[src/rtl/jump_controller.sv]
// jump_controller: turns button levels and collision flags into tick-paced jump/gravity/left/right strobes
// using a GROUND/RISE/FALL state machine with a bounded rise.
module jump_controller #(
  parameter int RISE_TICKS = 16,
  parameter int MIN_RISE   = 4
) (
  input  logic       clk,
  input  logic       reset,
  input  logic       tick,
  input  logic       jump_btn,
  input  logic       left_btn,
  input  logic       right_btn,
  input  logic       on_ground,
  input  logic       hit_ceiling,
  output logic       jump,
  output logic       gravity_on,
  output logic       left_press,
  output logic       right_press,
  output logic       airborne,
  output logic [1:0] state
);
  localparam int CW = $clog2(RISE_TICKS + 1);
  typedef enum logic [1:0] {GROUND = 2'd0, RISE = 2'd1, FALL = 2'd2} state_t;
  state_t st, st_n;
  logic [CW-1:0] rise_cnt, cnt_n, inc;
  logic btn_q, pending, pend_n, last;
  always_ff @(posedge clk) begin
    if (reset) begin
      st       <= GROUND;
      rise_cnt <= '0;
      btn_q    <= 1'b0;
      pending  <= 1'b0;
    end else begin
      st       <= st_n;
      rise_cnt <= cnt_n;
      btn_q    <= jump_btn;
      pending  <= pend_n;
    end
  end
  always_comb begin
    st_n   = st;
    cnt_n  = rise_cnt;
    inc    = rise_cnt + 1'b1;
    last   = (inc == CW'(RISE_TICKS)) || (!jump_btn && inc >= CW'(MIN_RISE));
    pend_n = pending | (jump_btn & ~btn_q & (st == GROUND));
    if (tick)
      case (st)
        // walking off a ledge wins over a pending jump
        GROUND: if (!on_ground) begin
          st_n   = FALL;
          pend_n = 1'b0;
        end else if (pending) begin
          st_n   = RISE;
          cnt_n  = '0;
          pend_n = 1'b0;
        end
        RISE:    if (hit_ceiling || last) st_n = FALL; else cnt_n = inc;
        FALL:    if (on_ground) st_n = GROUND;
        default: st_n = GROUND;
      endcase
  end
  assign jump        = ~reset & tick & (st == RISE) & ~hit_ceiling;
  assign gravity_on  = ~reset & tick & (st == FALL) & ~on_ground;
  assign left_press  = ~reset & tick & left_btn & ~right_btn;
  assign right_press = ~reset & tick & right_btn & ~left_btn;
  assign airborne    = ~reset & (st != GROUND);
  assign state       = reset ? 2'd0 : st;
endmodule

[config.mk]
export PLATFORM = sky130hd
export DESIGN_NAME = jump_controller
export DESIGN_NICKNAME = d
export VERILOG_FILES = /design/src/rtl/jump_controller.sv
export SDC_FILE = /design/constraint.sdc
export NUM_CORES = 1
export LEC_CHECK = 0
export CORE_MARGIN = 3
export CORE_UTILIZATION = 40
export DETAILED_ROUTE_END_ITERATION = 8
export PLACE_DENSITY_LB_ADDON = 0.15
export SKIP_CTS_REPAIR_TIMING = 1
export SYNTH_ARGS = -nofsm -noshare
export SYNTH_HDL_FRONTEND = slang
export SYNTH_SLANG_ARGS = --single-unit
[constraint.sdc]
create_clock -name clk -period 4.6 [get_ports clk]
set_clock_uncertainty 0.1 [all_clocks]
set_input_delay 0.92 -clock clk [delete_from_list [all_inputs] [get_ports clk]]
set_output_delay 0.92 -clock clk [all_outputs]
set_load 0.03 [all_outputs]
==> results.cfg, run 1 <==
[synthesis]
ys_types = 30
syn-cell-area_sq_um = 639.4
synth_top_cell_by_area = dfxtp_1
yosysSeqAreaShare_pct = 28.18
synth_top_area_share_pct = 28.18
synth_warnings = 0
ys_top_cells_by_area = dfxtp_1, o21ai_0, nand3_1
ys_ff_latch = 9
syn_area_per_cell_sq_um = 8.093
syn_nets = 89
synthCells = 79

[worst_setup_path]
end_kind = output port
crit_type = input pin to output port
path_max_fanout = 8
start_kind = input pin
cp.arrival_ns = 2.83
required_ns = 3.58

[die]
die_h_um = 45.98
die_x_um = 45.98
initial_core_util_pct = 45.71
rows = 13
design.core.area_sq_um = 1399
ioPinCount = 15
dieArea_sq_um = 2114

[finish]
synthToLayoutAreaGrowth_pct = 27.40
antenna_cells = 0
nets = 107
drive_above_1_share_pct = 12.50

[pwr]
seq_power_share_pct = 49.0
ir_worst_vdd_v = 0.0001996
leakagePower_nw = 0.3013
pwr-share-clk_pct = 35.5
power.density_nw_per_um2 = 206.9
comb_power_share_pct = 15.5
power.switching_mw = 0.04319
power.internal_mw = 0.1253
p_sw_share_pct = 25.63

[grt]
grt_max_degree = 10
grt_usage_pct = 16.08
grt_pass1_wl_um = 2449
grt_pass1_vias = 527
antenna_found_initial = 0
grt_overflow = 0

[sta]
max_freq_mhz = 260.0
setup-tns-final_ns = 0
min_period_ns = 3.846
slew_headroom_pct = 75.74
slew_viol_final = 0
fin_crit_sh_pct = 83.61
finalSetupViolCount = 0
worst_hold_slack_ns = 0.3171
hold_viol = 0
rsz0062_at_grt = false
tightest_slew_ns = 0.3619

[clocking]
root_buffer = clkbuf_4
clk_path_buf_depth = 2
cts_buffers = 3
cts_tree = built
clock-sinks = 9
cts.clk_slew.worst_paths_ns = 0.06
clkLatencyLatePin_ns = 0.26
htree_levels = 1

[route]
drt_iter0_drc = 19
wl_um = 1459
avgRoutedWirePerCell_um = 13.14
firstDrtPassIters = 4
via_per_inst = 5.640
antenna_left = 0
via_count = 626
drc = 0

[outcome]
status = complete, no violations

[placed_design]
hpwl_um = 1164
io_buffers = 14
place_congestion = 0.7842

[min_path]
min_path_type = flop to flop

[job]
max_cap_violations = 0
[path summary, 6_finish.rpt]
check | startpoint | cells after the start | slack, ns | endpoint
worst max-delay path | reset | 4 | 0.75 | jump
worst min-delay path | btn_q | 1 | 0.32 | pending
worst max register to register | rise_cnt[0] | 6 | 2.55 | rise_cnt[4]
worst min register to register | btn_q | 1 | 0.32 | pending
[per-stage QoR]
step                      instances  setup WS [ns]  area [sq um]  util (%)  total power [mW]
final                           111         0.7539         814.5     58.23            0.1685
after global routing            111         0.6355         814.5     58.23            0.1806
after CTS                       111         0.7609         814.5     58.23            0.1720
after detailed placement        107         0.7721         787.0     56.26            0.1103
after global placement          107         0.8369         787.0     56.26            0.1098
after floorplan                  79          1.089         639.4         -           0.09665
[sequential cells by signal, summed over array words and instances, names as in the netlist]
register / cells
rise_cnt: 5
btn_q: 1
st: 2
pending: 1
[cell usage in the layout (no fill, tap or decap), drive strengths merged]
cell            n
nand2           2
nor3            1
a21o            1
nor2            7
nor3b           2
clkinv          1
clkdlybuf4s50  14
o21a            1
clkbuf          3
dfxtp           9
a21boi          1
nand4           1
nand3           7
a21oi           5
nor2b           3
o22ai           1
o41ai           1
nand3b          2
or2             4
nand4b          2
inv             4
nor4b           1
ha              2
o211ai          3
o221a           1
a211oi          2
nand2b          2
o21ai          12
a311oi          1
[power groups by stage]
stage | logic (mW) | registers, mW | clock network [mW]
2_1_floorplan | 0.0131 | 0.0835 | 0
3_3_place_gp | 0.0256 | 0.0842 | 0
3_5_place_dp | 0.0260 | 0.0843 | 0
4_1_cts | 0.0262 | 0.0824 | 0.0633
5_1_grt | 0.0285 | 0.0828 | 0.0694
6_report | 0.0262 | 0.0825 | 0.0598
[per-layer routing]
layer	GRT usage [%]	up-vias	wire length, um
met5	0	-	0
met1	24.53	284	696
met4	1.705	0	0
li1	-	329	-
met3	7.115	0	102
met2	20.88	13	660
[layout make-up]
class / count / area (sq um)
flip-flops and latches: 9 / 180.2
multi-input cells: 65 / 432.9
clock inverters: 1 / 5.005
inverters: 4 / 15.01
fillers: 138 / 584.3
well taps: 15 / 18.77
repair buffers: 14 / 140.1
clock buffers: 3 / 22.52
[cells in the mapped netlist]
master	number
o21ai_0	11
dfxtp_1	9
nand3_1	7
nor2_1	7
a21oi_1	5
inv_1	4
nor2b_1	3
o211ai_1	3
or2_2	3
ha_1	2
nand2_1	2
nand2b_1	2
nand3b_1	2
nand4b_1	2
nor3b_1	2
a211oi_1	1
a211oi_2	1
a21boi_0	1
a21o_1	1
a311oi_1	1
buf_6	1
nand4_1	1
nor3_2	1
nor4b_1	1
o21a_1	1
o21ai_1	1
o221a_2	1
o22ai_2	1
o41ai_4	1
or2_1	1
[critical path, cell delays in order]
cell             delay [ns]
clkdlybuf4s50_1        0.55
nand2b_1               0.26
nor3_2                 0.35
clkdlybuf4s50_1        0.74
[cells by family after synthesis]
logic type               count (synthesis)  synth area share [%]
buffers and inverters                    5                 4.109
AND/OR/NAND/NOR                         34                 30.92
flip-flops                               9                 28.18
adder cells (fa/ha/maj)                  2                 3.913
AO/OA/AOI/OAI                           29                 32.88
Note: power is estimated with default switching activity, not from simulation.
==> run 2: changes to the inputs <==
- clock period: 4.6 -> 3.9 ns (I/O delays scaled with it)
==> run 2 against run 1 <==
Compared with the run above:
- die area unchanged
- final area increased by 0.77%
- global-route usage increased by 0.85 points
- sequential share of layout area decreased by 0.17 points
- non-clock buffer count increased by 1
- clock-buffer cell count increased by 1
- first-iteration DRC count increased by 16%
- sequential cell count unchanged
- clock power increased by 30%
- register-to-register slack got worse by 0.73 ns
- critical path type unchanged
- setup slack got worse by 0.27 ns
- utilization increased by 0.45 points
==> results.cfg, run 2 (synthesis gave the netlist of run 1 again) <==
[pwr]
seq_power_share_pct = 47.3
p_sw_share_pct = 27.31
power.internal_mw = 0.1496
power.switching_mw = 0.05620
leakagePower_nw = 0.3040
comb_power_share_pct = 14.9
power.density_nw_per_um2 = 250.7
pwr-share-clk_pct = 37.8
ir_worst_vdd_v = 0.0001713

[sta]
finalSetupViolCount = 0
hold_viol = 0
setup-tns-final_ns = 0
fin_crit_sh_pct = 87.68
max_freq_mhz = 292.4
min_period_ns = 3.419
rsz0062_at_grt = false
tightest_slew_ns = 0.3432
slew_viol_final = 0
slew_headroom_pct = 77.09

[worst_setup_path]
required_ns = 3.02
cp.arrival_ns = 2.54
slowest_delay_ns = 0.73
critPathBufInv = 2
cpMostUsedCell = clkdlybuf4s50_1
cp_top_family = buffers and inverters
path_max_fanout = 8
start_kind = input pin
end_kind = output port
crit_type = input pin to output port
cp_cell_sequence = clkdlybuf4s50_1, nor2b_1, nor4b_1, clkdlybuf4s50_1
cp_slowest_cell = clkdlybuf4s50_1

[finish]
mostFrequentLayoutCells = clkdlybuf4s50_1, o21ai_0, dfxtp_1
top_regs = rise_cnt (5), st (2)
drive_above_1_share_pct = 12.37
synthToLayoutAreaGrowth_pct = 28.38
final_common_cell = clkdlybuf4s50_1
largest_register = rise_cnt
nets = 108
antenna_cells = 0
largest_register_ffs = 5
finish.utilization_pct = 58.68

[clocking]
clk_path_buf_depth = 2
cts.clk_slew.worst_paths_ns = 0.06
clock-sinks = 9
root_buffer = clkbuf_4
clkLatencyLatePin_ns = 0.27
htree_levels = 1
cts_buffers = 3
cts_tree = built

[grt]
grt_pass1_vias = 553
grt_max_degree = 10
grt_usage_pct = 16.93
grt_overflow = 0
grt_pass1_wl_um = 2566
antenna_found_initial = 0

[placed_design]
io_buffers = 14
place_congestion = 0.7999
hpwl_um = 1173

[route]
firstDrtPassIters = 4
via_count = 661
avgRoutedWirePerCell_um = 13.86
drt_iter0_drc = 22
antenna_left = 0
wl_um = 1552
drc = 0
via_per_inst = 5.902

[die]
die_x_um = 45.98
design.core.area_sq_um = 1399
initial_core_util_pct = 45.71
die_h_um = 45.98
rows = 13
ioPinCount = 15
dieArea_sq_um = 2114

[min_path]
min_path_type = flop to flop

[job]
max_cap_violations = 0

[outcome]
status = complete, no violations
[run 2: changes by cell type in the layout (fill, tap and decap cells not counted)]
cell / before / now
clkinv_2: 1 / 0
clkbuf_1: 0 / 1
buf_4: 0 / 1
[run 2: path summary, 6_finish.rpt]
check	start	end	slack, ns	cells past startpoint
worst max-delay path	reset	gravity_on	0.48	4
worst min-delay path	btn_q	pending	0.33	1
worst max register to register	rise_cnt[0]	st[0]	1.82	6
worst min register to register	btn_q	pending	0.33	1
[run 2: routing by layer]
metal	track usage [%]	vias up	part of all wire (%)
met5	0	-	0
met4	8.523	0	1.4
li1	-	334	-
met3	3.557	4	6.6
met2	21.98	29	42
met1	25.35	294	50
[run 2: worst reg2reg max path, cell delays in order (launching register included)]
cell,delay (ns)
dfxtp_1,0.49
ha_1,0.38
a21boi_0,0.21
a21oi_1,0.12
o22ai_2,0.27
nor2_1,0.09
a311oi_1,0.31
[run 2: through the flow]
stage / hold WS, ns / setup slack [ns] / cells / area, sq um / power, mW
after floorplan: 0.2987 / 0.6688 / 79 / 639.4 / 0.1140
after global placement: 0.3130 / 0.5579 / 108 / 794.5 / 0.1296
after detailed placement: 0.3262 / 0.4763 / 108 / 794.5 / 0.1302
after CTS: 0.3357 / 0.4833 / 112 / 820.8 / 0.2074
after global routing: 0.3540 / 0.3799 / 112 / 820.8 / 0.2159
final: 0.3288 / 0.4805 / 112 / 820.8 / 0.2058
[run 2: final cells by class]
class                      count  area [sq um]
fill                         134         578.1
multi-input combinational     65         432.9
sequential                     9         180.2
timing repair buffer          15         147.6
clock buffer                   4         26.28
tap                           15         18.77
inverter                       4         15.01
[run 2: power by group through the flow]
stage | logic [mW] | registers (mW) | clock network, mW
3_5_place_dp | 0.0307 | 0.0994 | 0
3_3_place_gp | 0.0303 | 0.0993 | 0
4_1_cts | 0.0308 | 0.0972 | 0.0794
2_1_floorplan | 0.0155 | 0.0985 | 0
5_1_grt | 0.0332 | 0.0975 | 0.0851
6_report | 0.0307 | 0.0974 | 0.0777
